<file path="src/rtl/idt6168_access_ctl.sv">
// Access sequencer and two-port round-robin arbiter for a 4Kx4 IDT6168A-20 SRAM.
// Port 0 is the CPU side, port 1 the DMA/maintenance side. Each granted request becomes
// ACCESS_CYCLES cycles of CE_n low followed by one RECOVER cycle carrying the ACK.
// Optional feature: define IDT6168_CLEAR_EN to zero the whole SRAM after every reset.
module idt6168_access_ctl #(
  parameter int unsigned ACCESS_CYCLES = 2  // legal range 1..15
) (
  input  logic        sysclk,
  input  logic        sys_rst,
  input  logic        REQ0,
  input  logic        REQ1,
  input  logic        WE0,
  input  logic        WE1,
  input  logic [11:0] ADDR0_11_0,
  input  logic [11:0] ADDR1_11_0,
  input  logic [3:0]  WDATA0_3_0,
  input  logic [3:0]  WDATA1_3_0,
  output logic        ACK0,
  output logic        ACK1,
  output logic [3:0]  RDATA0_3_0,
  output logic [3:0]  RDATA1_3_0,
  output logic [11:0] A_11_0,
  output logic        CE_n,
  output logic        WE_n,
  output logic [3:0]  D_OUT_3_0,
  output logic        D_OE,
  input  logic [3:0]  D_IN_3_0,
  output logic        BUSY,
  output logic        CLEAR_DONE
);

  typedef enum logic [1:0] {StIdle, StAccess, StRecover, StClear} state_e;

  localparam logic [3:0] LP_LAST = 4'(ACCESS_CYCLES - 1);

  state_e      r_state;
  logic [3:0]  r_cyc;
  logic        r_port;
  logic        r_we;
  logic        r_last_grant;
  logic [11:0] r_addr;
  logic [3:0]  r_wdata;
  logic        r_ce_n;
  logic        r_we_n;
  logic        r_oe;
  logic        r_ack0;
  logic        r_ack1;
  logic [3:0]  r_rdata0;
  logic [3:0]  r_rdata1;
`ifdef IDT6168_CLEAR_EN
  logic        r_clear_mode;
  logic        r_clear_done;
`endif

  logic        w_gnt_valid;
  logic        w_gnt_port;
  logic        w_gnt_we;
  logic [11:0] w_gnt_addr;
  logic [3:0]  w_gnt_wdata;

  // Round-robin pick: a tie goes to the port that was not served last.
  always_comb begin
    w_gnt_valid = REQ0 | REQ1;
    w_gnt_port  = (REQ0 && REQ1) ? ~r_last_grant : REQ1;
    w_gnt_we    = w_gnt_port ? WE1 : WE0;
    w_gnt_addr  = w_gnt_port ? ADDR1_11_0 : ADDR0_11_0;
    w_gnt_wdata = w_gnt_port ? WDATA1_3_0 : WDATA0_3_0;
  end

  // Sequencer FSM; all SRAM strobes and handshakes are registered here.
  always_ff @(posedge sysclk) begin
    if (sys_rst) begin
`ifdef IDT6168_CLEAR_EN
      r_state      <= StClear;
      r_clear_mode <= 1'b1;
      r_clear_done <= 1'b0;
`else
      r_state      <= StIdle;
`endif
      r_cyc        <= 4'd0;
      r_port       <= 1'b0;
      r_we         <= 1'b0;
      r_last_grant <= 1'b1;
      r_addr       <= 12'h000;
      r_wdata      <= 4'h0;
      r_ce_n       <= 1'b1;
      r_we_n       <= 1'b1;
      r_oe         <= 1'b0;
      r_ack0       <= 1'b0;
      r_ack1       <= 1'b0;
      r_rdata0     <= 4'h0;
      r_rdata1     <= 4'h0;
    end else begin
      r_ack0 <= 1'b0;
      r_ack1 <= 1'b0;
      case (r_state)
        StIdle: begin
          if (w_gnt_valid) begin
            r_port  <= w_gnt_port;
            r_we    <= w_gnt_we;
            r_addr  <= w_gnt_addr;
            r_wdata <= w_gnt_wdata;
            r_cyc   <= 4'd0;
            r_ce_n  <= 1'b0;
            r_we_n  <= ~w_gnt_we;
            r_oe    <= w_gnt_we;
            r_state <= StAccess;
          end
        end
        StAccess: begin
          if (r_cyc == LP_LAST) begin
            // Read data is captured on the edge that closes the strobe.
            if (!r_we) begin
              if (r_port) r_rdata1 <= D_IN_3_0;
              else        r_rdata0 <= D_IN_3_0;
            end
            r_ce_n  <= 1'b1;
            r_we_n  <= 1'b1;
`ifdef IDT6168_CLEAR_EN
            if (!r_clear_mode) begin
              r_ack0 <= ~r_port;
              r_ack1 <= r_port;
            end
`else
            r_ack0  <= ~r_port;
            r_ack1  <= r_port;
`endif
            r_state <= StRecover;
          end else begin
            r_cyc <= r_cyc + 4'd1;
          end
        end
        StRecover: begin
`ifdef IDT6168_CLEAR_EN
          if (r_clear_mode) begin
            if (r_addr == 12'hFFF) begin
              r_clear_mode <= 1'b0;
              r_clear_done <= 1'b1;
              r_oe         <= 1'b0;
              r_state      <= StIdle;
            end else begin
              // Chain straight into the next clear write; no idle gap.
              r_addr  <= r_addr + 12'd1;
              r_cyc   <= 4'd0;
              r_ce_n  <= 1'b0;
              r_we_n  <= 1'b0;
              r_state <= StAccess;
            end
          end else begin
            r_last_grant <= r_port;
            r_oe         <= 1'b0;
            r_state      <= StIdle;
          end
`else
          r_last_grant <= r_port;
          r_oe         <= 1'b0;
          r_state      <= StIdle;
`endif
        end
`ifdef IDT6168_CLEAR_EN
        StClear: begin
          r_addr  <= 12'h000;
          r_wdata <= 4'h0;
          r_we    <= 1'b1;
          r_port  <= 1'b0;
          r_cyc   <= 4'd0;
          r_ce_n  <= 1'b0;
          r_we_n  <= 1'b0;
          r_oe    <= 1'b1;
          r_state <= StAccess;
        end
`endif
        default: r_state <= StIdle;
      endcase
    end
  end

  assign ACK0       = r_ack0;
  assign ACK1       = r_ack1;
  assign RDATA0_3_0 = r_rdata0;
  assign RDATA1_3_0 = r_rdata1;
  assign A_11_0     = r_addr;
  assign CE_n       = r_ce_n;
  assign WE_n       = r_we_n;
  assign D_OUT_3_0  = r_wdata;
  assign D_OE       = r_oe;
  assign BUSY       = (r_state != StIdle);
`ifdef IDT6168_CLEAR_EN
  assign CLEAR_DONE = r_clear_done;
`else
  assign CLEAR_DONE = 1'b1;
`endif

endmodule
</file>
<file path="config.mk">
export PLATFORM = sky130hd
export DESIGN_NAME = idt6168_access_ctl
export DESIGN_NICKNAME = d
export VERILOG_FILES = /design/src/rtl/idt6168_access_ctl.sv
export SDC_FILE = /design/constraint.sdc
export NUM_CORES = 1
export LEC_CHECK = 0
export CAP_MARGIN = 20
export CORE_MARGIN = 2
export CORE_UTILIZATION = 42
export DETAILED_ROUTE_END_ITERATION = 12
export PLACE_DENSITY = 0.89
export SLEW_MARGIN = 20
export SYNTH_ARGS = -nofsm -noshare
export SYNTH_HDL_FRONTEND = slang
export SYNTH_SLANG_ARGS = --single-unit
</file>
<file path="constraint.sdc">
create_clock -name sysclk -period 2.2 [get_ports sysclk]
set_input_delay 0.55 -clock sysclk [delete_from_list [all_inputs] [get_ports sysclk]]
set_output_delay 0.55 -clock sysclk [all_outputs]
set_load 0.01 [all_outputs]
</file>
# Yosys cells after proc, flatten, opt, wreduce, memory -nomap -nowiden
# Cells that the tools add are included.
dict set report totals {
  register_bits 38
  inputBits 42
  out_inout_bits 31
  romBits 0
  elab_cells 58
  n_memories 0
  latchBits 0
  mem_bits_rw 0
}
dict set report op_classes {
  n_addsub 1
  bitwise 7
  div_mod_pow 0
  shifts 0
  n_reduce_logical 13
  muxes 17
  order_cmp 0
  multipliers 0
  n_eq_ne 6
}
# op n
set op_table {}
lappend op_table {{$mux W12} 1}
lappend op_table {{$mux W4} 3}
lappend op_table {{$pmux W4 S2} 1}
lappend op_table {{$reduce_and A4 Y1} 2}
lappend op_table {{$mux W1} 6}
lappend op_table {{$ne A2 B2 Y1 const B} 3}
lappend op_table {{$not A1 Y1} 6}
lappend op_table {{$pmux W1 S2} 3}
lappend op_table {{$reduce_and A2 Y1} 3}
lappend op_table {{$reduce_and A3 Y1} 2}
lappend op_table {{$reduce_bool A2 Y1} 3}
lappend op_table {{$add A4 B1 Y4 const B} 1}
lappend op_table {{$eq A4 B1 Y1 const B} 1}
lappend op_table {{$mux W2} 2}
lappend op_table {{$pmux W2 S2} 1}
lappend op_table {{$reduce_or A3 Y1} 1}
lappend op_table {{$eq A2 B1 Y1 const B} 1}
lappend op_table {{$eq A2 B2 Y1 const B} 1}
lappend op_table {{$logic_not A2 Y1} 1}
lappend op_table {{$logic_and A1 B1 Y1} 1}
lappend op_table {{$or A1 B1 Y1} 1}

# Logic depth before layout (Yosys ltp)
# Gate-level depths: netlist (run 1).
dict set report depth {
  depth_word 6
  mapped_depth 6
  depth_no_buf 5
}

# Least setup slack after synthesis (run 1)
# Ideal clock, no wire load.
dict set report synth_timing {
  path_type {input-to-reg}
  startpoint {input port REQ1}
  endpoint {register r_addr[0], in the netlist A_11_0[0]}
  setup_slack_ns 0.560
  stages 5
  path_buffers 2
  t_arrival_ns 1.523
  t_required_ns 2.082
  setup_time_ns 0.118
  path_cell_list {a21boi_0 > buf_2 > buf_2 > mux2i_1 > o2bb2ai_2}
}
dict set report synth_via {
  elab_chain_len 3
  word_cells_on_any_way 5
  cone_classes {mux (2); bitwise (1); reduce/logical (2)}
}
# item line
set synth_rtl {}
lappend synth_rtl {{from (decl)} 11} ;# input logic REQ1,
lappend synth_rtl {{$logic_and A1 B1 Y1} 64} ;# w_gnt_port = (REQ0 && REQ1) ? ~r_last_grant : REQ1;
lappend synth_rtl {{$mux W1} 64}
lappend synth_rtl {{$mux W12} 66} ;# w_gnt_addr = w_gnt_port ? ADDR1_11_0 : ADDR0_11_0;
lappend synth_rtl {{to (signal assigned)} 101} ;# r_addr <= w_gnt_addr;
lappend synth_rtl {{to (decl)} 41} ;# logic [11:0] r_addr;
# Parallel ways exist; a longest one is shown, timed or not.
# A chain may end at the register's enable or synchronous reset.

# Final worst setup path (run 1)
dict set report layout_timing {
  startpoint {register r_state[0]}
  endpoint {output port BUSY}
}
dict set report layout_via {
  elab_chain_len 1
}
# item line
set layout_rtl {}
lappend layout_rtl {{from (decl)} 36} ;# state_e r_state;
lappend layout_rtl {{from (signal assigned)} 78} ;# r_state <= StIdle;
lappend layout_rtl {{from (signal assigned)} 107} ;# r_state <= StAccess;
lappend layout_rtl {{from (signal assigned)} 128} ;# r_state <= StRecover;
lappend layout_rtl {{$reduce_bool A2 Y1} 187} ;# assign BUSY = (r_state != StIdle);
lappend layout_rtl {{to (decl)} 28} ;# output logic BUSY,
# Every way passes these cells.

==> results of run 1 <==
==> cell usage in the layout, fill, tap and decap left out, drive strengths merged, types with 2 or more instances in the layout <==
master,count
or3,3
nor2,3
nand2,2
clkbuf,7
mux2i,25
inv,3
nand2b,13
dfxtp,38
buf,8
nor3,2
a211o,2
or2,2
nor3b,2
clkdlybuf4s50,71
a21oi,4
ha,2
nor4,2
o21ai,2
nor2b,2
o2bb2ai,17
==> state kept, by name, summed over array words and instances (netlist names) <==
| name | count |
|---|---|
| r_last_grant | 1 |
| ACK1 | 1 |
| RDATA0_3_0 | 4 |
| D_OE | 1 |
| r_port | 1 |
| r_cyc | 4 |
| CE_n | 1 |
| RDATA1_3_0 | 4 |
| ACK0 | 1 |
| A_11_0 | 12 |
| r_state | 2 |
| WE_n | 1 |
| D_OUT_3_0 | 4 |
| r_we | 1 |
==> power by group <==
| group | switching (W) | internal, W | leakage [nW] | total [W] |
|---|---|---|---|---|
| clock | 0.000219 | 0.000339 | 0.0524 | 0.000557 |
| combinational | 0.000149 | 0.000220 | 0.593 | 0.000369 |
| sequential | 0.0000367 | 0.000737 | 0.311 | 0.000774 |
==> cell usage after synthesis (all sizes together) <==
cell type	n	share of area [%]
nand2	2	0.44
o21ai	2	0.59
o32a	1	0.59
o32ai	1	0.51
or3	3	1.1
a211o	2	1.0
or3b	1	0.51
a21oi	4	1.2
buf	8	4.1
o2bb2ai	17	13
and2b	1	0.44
a22o	1	0.51
nand4b	1	0.51
clkbuf	3	0.66
a21boi	1	0.44
nor2b	2	0.73
a31o	1	0.51
nor3b	2	0.88
nand3	1	0.29
conb	1	0.22
o21ba	1	0.59
o221ai	1	0.51
or2	2	0.73
nor4	2	1.6
mux2i	25	15
nor3	2	0.59
nand2b	13	4.8
o21bai	1	0.44
ha	2	1.5
or4	1	0.44
dfxtp	38	45
nor2	3	0.66
inv	3	0.66
==> worst min-delay path by stage <==
| stage | startpoint | end | slack (ns) | depth (start not counted) |
|---|---|---|---|---|
| after CTS | A_11_0[3]$_SDFFE_PP0P_ | A_11_0[3]$_SDFFE_PP0P_ | 0.47 | 1 |
| final | A_11_0[3]$_SDFFE_PP0P_ | A_11_0[3]$_SDFFE_PP0P_ | 0.46 | 1 |
| after floorplan | r_cyc[3]$_SDFFE_PP0P_ | r_cyc[3]$_SDFFE_PP0P_ | 0.47 | 2 |
| after detailed placement | A_11_0[3]$_SDFFE_PP0P_ | A_11_0[3]$_SDFFE_PP0P_ | 0.45 | 1 |
| after global placement | A_11_0[3]$_SDFFE_PP0P_ | A_11_0[3]$_SDFFE_PP0P_ | 0.45 | 1 |
| after global routing | A_11_0[11]$_SDFFE_PP0P_ | A_11_0[11]$_SDFFE_PP0P_ | 0.48 | 1 |
==> cell families (layout without fill, tap and decap cells) <==
logic type                 count (synthesis)  in the layout  synth area share, %
muxes                                     25             25                14.65
other                                      1              1               0.2196
and+or+nand+nor                           36             36                13.70
adders and majority gates                  2              2                1.465
DFF                                       38             38                44.54
AOI/OAI and AO/OA                         33             33                20.00
buffers and inverters                     14             90                5.421
==> cell type report <==
cell class                      instances  area (um2)  area share [%]
Clock buffer                            7       76.32           2.941
Clock inverter                          1       30.03           1.157
Inverter                                3       11.26          0.4339
Multi-Input combinational cell         97       858.3           33.08
Sequential cell                        38       760.7           29.32
Tap cell                               50       62.56           2.411
Timing Repair Buffer                   79       795.8           30.67
==> per-stage QoR <==
stage | worst slack [ns] | cell area [um2] | hold slack (ns) | total power (W) | util, %
detailed placement | 0.1513 | 2489 | 0.4462 | 0.001157 | 63.12
CTS | 0.1769 | 2595 | 0.4666 | 0.001718 | 65.82
floorplan | 0.5596 | 1708 | 0.4672 | 0.0009686 | -
global placement | 0.1526 | 2489 | 0.4457 | 0.001151 | 63.12
global route | 0.09924 | 2595 | 0.4764 | 0.001784 | 65.82
finish | 0.1917 | 2595 | 0.4647 | 0.001700 | 65.82
==> routing by layer <==
layer	wire (um)	track usage (%)	part of all wire, %	up-vias
met5	0	0	0	-
met4	63	7.500	1.7	0
met3	329	5.167	8.8	6
met2	1750	29.90	47	50
met1	1616	21.95	43	616
li1	-	-	-	695
==> results, run 1 <==
- The number of maximum-capacitance violations is 0.
- The leakage power of the design is 0.9564 nW.
- The first global-routing pass estimated 6203 um of wire.
- The filler cell count in the final layout is 319.
- The final layout contains routed wiring with a total length of 3760 um.
- The worst IR drop on VDD is 0.4146 mV.
- The initial standard-cell utilization of the core is 43.32%.
- CTS built an H-tree with a depth of 2.
- The final count of pins violating max slew is 0.
- The post-synthesis cell area is 1708 um2.
- The number of buffers and inverters on the critical path is 1.
- The cell family contributing the most delay on the critical path is buffers and inverters.
- The final setup TNS is 0 ns.
- The total number of cells along the worst setup path is 2.
- The number of hold violations in the final report is 0.
- Including well taps, the total number of placed cells is 267.
- The critical path ends at BUSY.
- The number of antenna violations at the first check in global routing is 0.
- The total congestion overflow is 0.
- The maximum root-to-sink buffer count is 2.
- The number of synthesis warnings is 0.
- The number of setup buffers added after CTS is 0.
- Data arrives at the worst endpoint at 1.46 ns.
- The time the final worst path needs with I/O delays and setup is 2.008 ns.
- The number of cells in the finished layout apart from fillers is 275.
- The sequential area share after synthesis is 44.54%.
- For this design the ratio of total power to cell area is 655.1 nW/um2.
- The detail route stage leaves a number of antenna-violating nets equal to 0.
- Of all nets on the critical path, the largest fanout is 7.
- The placer's final routability congestion estimate is 0.7850.
- The number of unique standard cell types used by synthesis is 40.
- The final antenna diode count is 0.
- The flow ran to the end, and the final reports show no timing, DRC or antenna violations.
- The startpoint type of the worst setup path is a register.
- Counting every instance in the synthesized netlist gives 149.
- The area growth from synthesis to layout is 51.94%.
- The share of post-route cells with drive strength above 1 is 12.89%.
- For this run, the top clock speed supported by timing is 497.9 MHz.
- The die span in y is 67.77 um.
- The count of nets after finishing is 268.
- The synthesized flop and latch total is 38.
- The synthesized area per cell is 11.46 um2.
- The largest single stage delay on the critical path is 0.58 ns.
- The final period utilization is 91.29%.
- The number of gates resized after CTS was 0.
- The detailed-router iteration count before antenna repair is 4.
- In this run the worst hold path is classified as register to register.
- The critical path in this run is classified as register to primary output.
- For this block, the initial DRC count from the detailed router was 77.
- The die area is 4593 um2.
- The number of top-level pins is 73.
- Clock-pin slew was measured on the worst setup and hold paths at 0.07 ns.
- The path depth of the worst reg2reg path is 4.
- The worst register-to-register path begins at r_cyc[0]$_SDFFE_PP0P_.
- In the global route stage, overall resource usage came out at 18.08%.
- The most critical setup path has its startpoint at r_state[0]$_SDFFE_PP0P_.
- The largest individual stage delay along the critical path comes from the cell sky130_fd_sc_hd__clkdlybuf4s50_1.
- The TritonCTS buffer count is 5.
- Buffers placed on the I/O ports in this run total 71.
- Entering global routing, the biggest net connects 17 pins.
- The final setup skew is 0.004524 ns.
- The required time at the endpoint of the critical path is 1.65 ns.
- The wire length per cell is 13.67 um.
- The root buffer cell chosen for the clock tree is sky130_fd_sc_hd__clkbuf_8.
- The average vias per placed instance is 4.971.
- The worst-case register-to-register setup slack is 0.38 ns.
- The final route contains 1367 vias.
- The DRC violation count after routing is 0.
- Setup repair after global routing left no endpoint under its margin.
- The floorplan core area is 3943 um2.
- The reg-to-reg critical path endpoint is RDATA0_3_0[2]$_SDFFE_PP0P_.
- The clock drives 38 sinks.
- TritonCTS built the clock tree.
- In this run the horizontal extent of the chip is 67.77 um.
- The signal on the critical path passes through or2_1 > clkdlybuf4s50_1.
- The number of nets handed over by synthesis was 193.
- The wire-length estimate of the detail-placed layout is 2800 um.
- The final setup violation count is 0.
- The floorplan has 23 rows.
- Hold repair after CTS inserted 0 buffers.
- The via count of the first global-routing pass is 1372.
- The type of element capturing the critical path is a primary output.
- The worst-skew pair later-pin latency is 0.28 ns.
Power figures use the tool's default switching activity.
==> run 2, diff against run 1 <==
--- a/config.mk
+++ b/config.mk
@@ -7,9 +7,11 @@
 export LEC_CHECK = 0
 export CAP_MARGIN = 20
 export CORE_MARGIN = 2
-export CORE_UTILIZATION = 42
+export CORE_UTILIZATION = 47
 export DETAILED_ROUTE_END_ITERATION = 12
-export PLACE_DENSITY = 0.89
+export DONT_BUFFER_PORTS = 1
+export MAX_ROUTING_LAYER = met4
+export PLACE_DENSITY = 0.71
 export SLEW_MARGIN = 20
 export SYNTH_ARGS = -nofsm -noshare
 export SYNTH_HDL_FRONTEND = slang
==> results, run 2 (synthesis results as in run 1) <==
- The post-cts repair resize count is 0 (unchanged).
- The overall via count from detail_route is 1082 (was 1367).
- The path depth of the worst reg2reg path is 4 (unchanged).
- The leakage power of the design is 0.6400 nW (was 0.9564 nW).
- Result of the run: finished, final reports clean (unchanged).
- In this run the tightest slew margin relative to its limit is 62.15%.
- The type of element capturing the critical path is a register (was primary output).
- The share of post-route cells with drive strength above 1 is 16.78% (was 12.89%).
- The number of hold violations in the final report is 0 (unchanged).
- The layout overhead on the synthesized area is 3.663% (was 51.94%).
- The detailed-router iteration count before antenna repair is 3 (was 4).
- The commonest non-fill, non-tap cell in the layout is sky130_fd_sc_hd__dfxtp_1 (was sky130_fd_sc_hd__clkdlybuf4s50_1).
- The TritonCTS clock tree was done (unchanged).
- The placer's final routability congestion estimate is 0.7927 (was 0.7850).
- The sequential cell area is 760.7 um2 (unchanged).
- The post-route antenna net violation count is 0 (unchanged).
- The number of cells in the finished layout apart from fillers is 195 (was 275).
- Setup repair after global routing missed its margin: no (unchanged).
- The startpoint type of the worst setup path is a register (unchanged).
- The setup slack at placement is 0.5088 ns (was 0.1513 ns).
- The number of flip-flops under the largest register name was 12 (unchanged).
- The floorplan core area was 3416 um2 (was 3943 um2).
- The critical path start-end classification is register to register (was register to primary output).
- The number of top-level pins is 73 (unchanged).
- The via count of the first global-routing pass is 1043 (was 1372).
- The type of the worst min-delay path is input port to register (was register to register).
- The final period utilization came to 77.87% (was 91.29%).
- The initial standard-cell utilization of the core is 50.00% (was 43.32%).
- The cell at the root of the clock tree was sky130_fd_sc_hd__clkbuf_4 (was sky130_fd_sc_hd__clkbuf_8).
- The clock slew at the register clock pins of the worst setup and hold paths is 0.11 ns (was 0.07 ns).
- The final antenna diode count came to 0 (unchanged).
- The cell row count is 21 (was 23).
- The average vias per placed instance came to 5.549 (was 4.971).
- The final-layout worst hold slack was 0.2511 ns (was 0.4647 ns).
- The number of maximum-capacitance violations came to 0 (unchanged).
- The first-pass GRT wire length is 4995 um (was 6203 um).
- The number of sinks on the clock net is 38 (unchanged).
- The largest net degree at the start of global routing came to 25 (was 17).
- The maximum root-to-sink buffer count was 2 (unchanged).
- Commonest cells after routing, fill and taps aside: sky130_fd_sc_hd__dfxtp_1 (38), sky130_fd_sc_hd__mux2i_1 (25), sky130_fd_sc_hd__nand2b_1 (13) (was sky130_fd_sc_hd__clkdlybuf4s50_1 (71), sky130_fd_sc_hd__dfxtp_1 (38), sky130_fd_sc_hd__mux2i_1 (25)).
- The worst-skew pair later-pin latency was 0.35 ns (was 0.28 ns).
- The largest driver fanout on the critical path is 5 (was 7).
- The post-route worst setup slack is 0.4868 ns (was 0.1917 ns).
- The worst IR drop on VDD is 0.3265 mV (was 0.4146 mV).
- The time the final worst path needs with I/O delays and setup is 1.713 ns (was 2.008 ns).
- The total congestion overflow came to 0 (unchanged).
- The die area came to 4132 um2 (was 4593 um2).
- The DRC violation count after routing is 0 (unchanged).
- The number of antenna violations at the first check in global routing is 0 (unchanged).
- The final setup skew is 0.01389 ns (was 0.004524 ns).
- The cell count after placement is 187 (was 267).
- The wire length per cell is 16.22 um (was 13.67 um).
- The count of hold buffers inserted by post-cts repair is 0 (unchanged).
- The H-tree level count is 2 (unchanged).
- The maximum frequency from static timing analysis is 583.7 MHz (was 497.9 MHz).
- The final setup TNS is 0 ns (unchanged).
- The footprint of the multi-input gates is 858.3 um2 (unchanged).
- The final count of pins violating max slew came to 0 (unchanged).
- The ratio of total power to cell area was 758.5 nW/um2 (was 655.1 nW/um2).
- The worst hold path stage count is 1 (unchanged).
- The sum of internal, switching and leakage power is 0.001343 W (was 0.001700 W).
- The arrival time at the worst endpoint is 2.00 ns (was 1.46 ns).
- The final routed wirelength across all metal layers came to 3162 um (was 3760 um).
- The TritonCTS buffer count is 5 (unchanged).
- The filler cell count in the final layout is 325 (was 319).
- The number of buffer cells added on primary ports is 0 (was 71).
- The required time at the endpoint of the critical path was 2.49 ns (was 1.65 ns).
- The die span in y is 64.28 um (was 67.77 um).
- The global router's overall resource usage is 16.39% (was 18.08%).
- The final setup violation count is 0 (unchanged).
- At the pin with the least slew margin, the transition time is 0.5678 ns.
- The DRC marker count from the first detailed-route iteration is 31 (was 77).
- The post-CTS setup buffer count was 0 (unchanged).
- The count of nets after finishing came to 192 (was 268).
- The placed wire-length estimate is 2359 um (was 2800 um).
- The die boundary width came to 64.28 um (was 67.77 um).
## run 2: power breakdown
part,switching (W),internal [W]
Combinational,0.0000948,0.0000782
Clock,0.000217,0.000155
Sequential,0.0000613,0.000737
## run 2: final timing paths
kind | start | endpoint | slack (ns)
worst max-delay path | r_cyc[0]$_SDFFE_PP0P_ | RDATA0_3_0[2]$_SDFFE_PP0P_ | 0.49
worst max register to register | r_cyc[0]$_SDFFE_PP0P_ | RDATA0_3_0[2]$_SDFFE_PP0P_ | 0.49
worst min-delay path | sys_rst | r_state[0]$_SDFFE_PP0P_ | 0.25
worst min register to register | A_11_0[11]$_SDFFE_PP0P_ | A_11_0[11]$_SDFFE_PP0P_ | 0.52
## run 2: through the flow
| stage | util [%] | cell area [um2] |
|---|---|---|
| after floorplan | - | 1708 |
| after global placement | 50.07 | 1710 |
| after detailed placement | 50.07 | 1710 |
| after CTS | 51.83 | 1770 |
| after global routing | 51.83 | 1770 |
| final | 51.83 | 1770 |
## run 2: cell type report
class	count	area share [%]
multi-input cells	97	48.48
well taps	46	3.251
flip-flops and latches	38	42.97
clock buffers	7	3.110
repair buffers	3	1.272
inverters	3	0.6360
clock inverters	1	0.2827
## run 2: worst max-delay path, cell delays in order (launching register included)
cell                      delay [ns]
sky130_fd_sc_hd__dfxtp_1        0.43
sky130_fd_sc_hd__ha_1           0.18
sky130_fd_sc_hd__or3b_1         0.42
sky130_fd_sc_hd__nor4_4         0.39
sky130_fd_sc_hd__mux2i_1        0.23
## run 2: routing by layer
metal	part of all wire [%]	track usage [%]	wire, um
met5	0	-	0
met1	42	18.55	1316
met3	8.0	5.810	252
met4	2.2	8.777	69
met2	48	25.39	1525
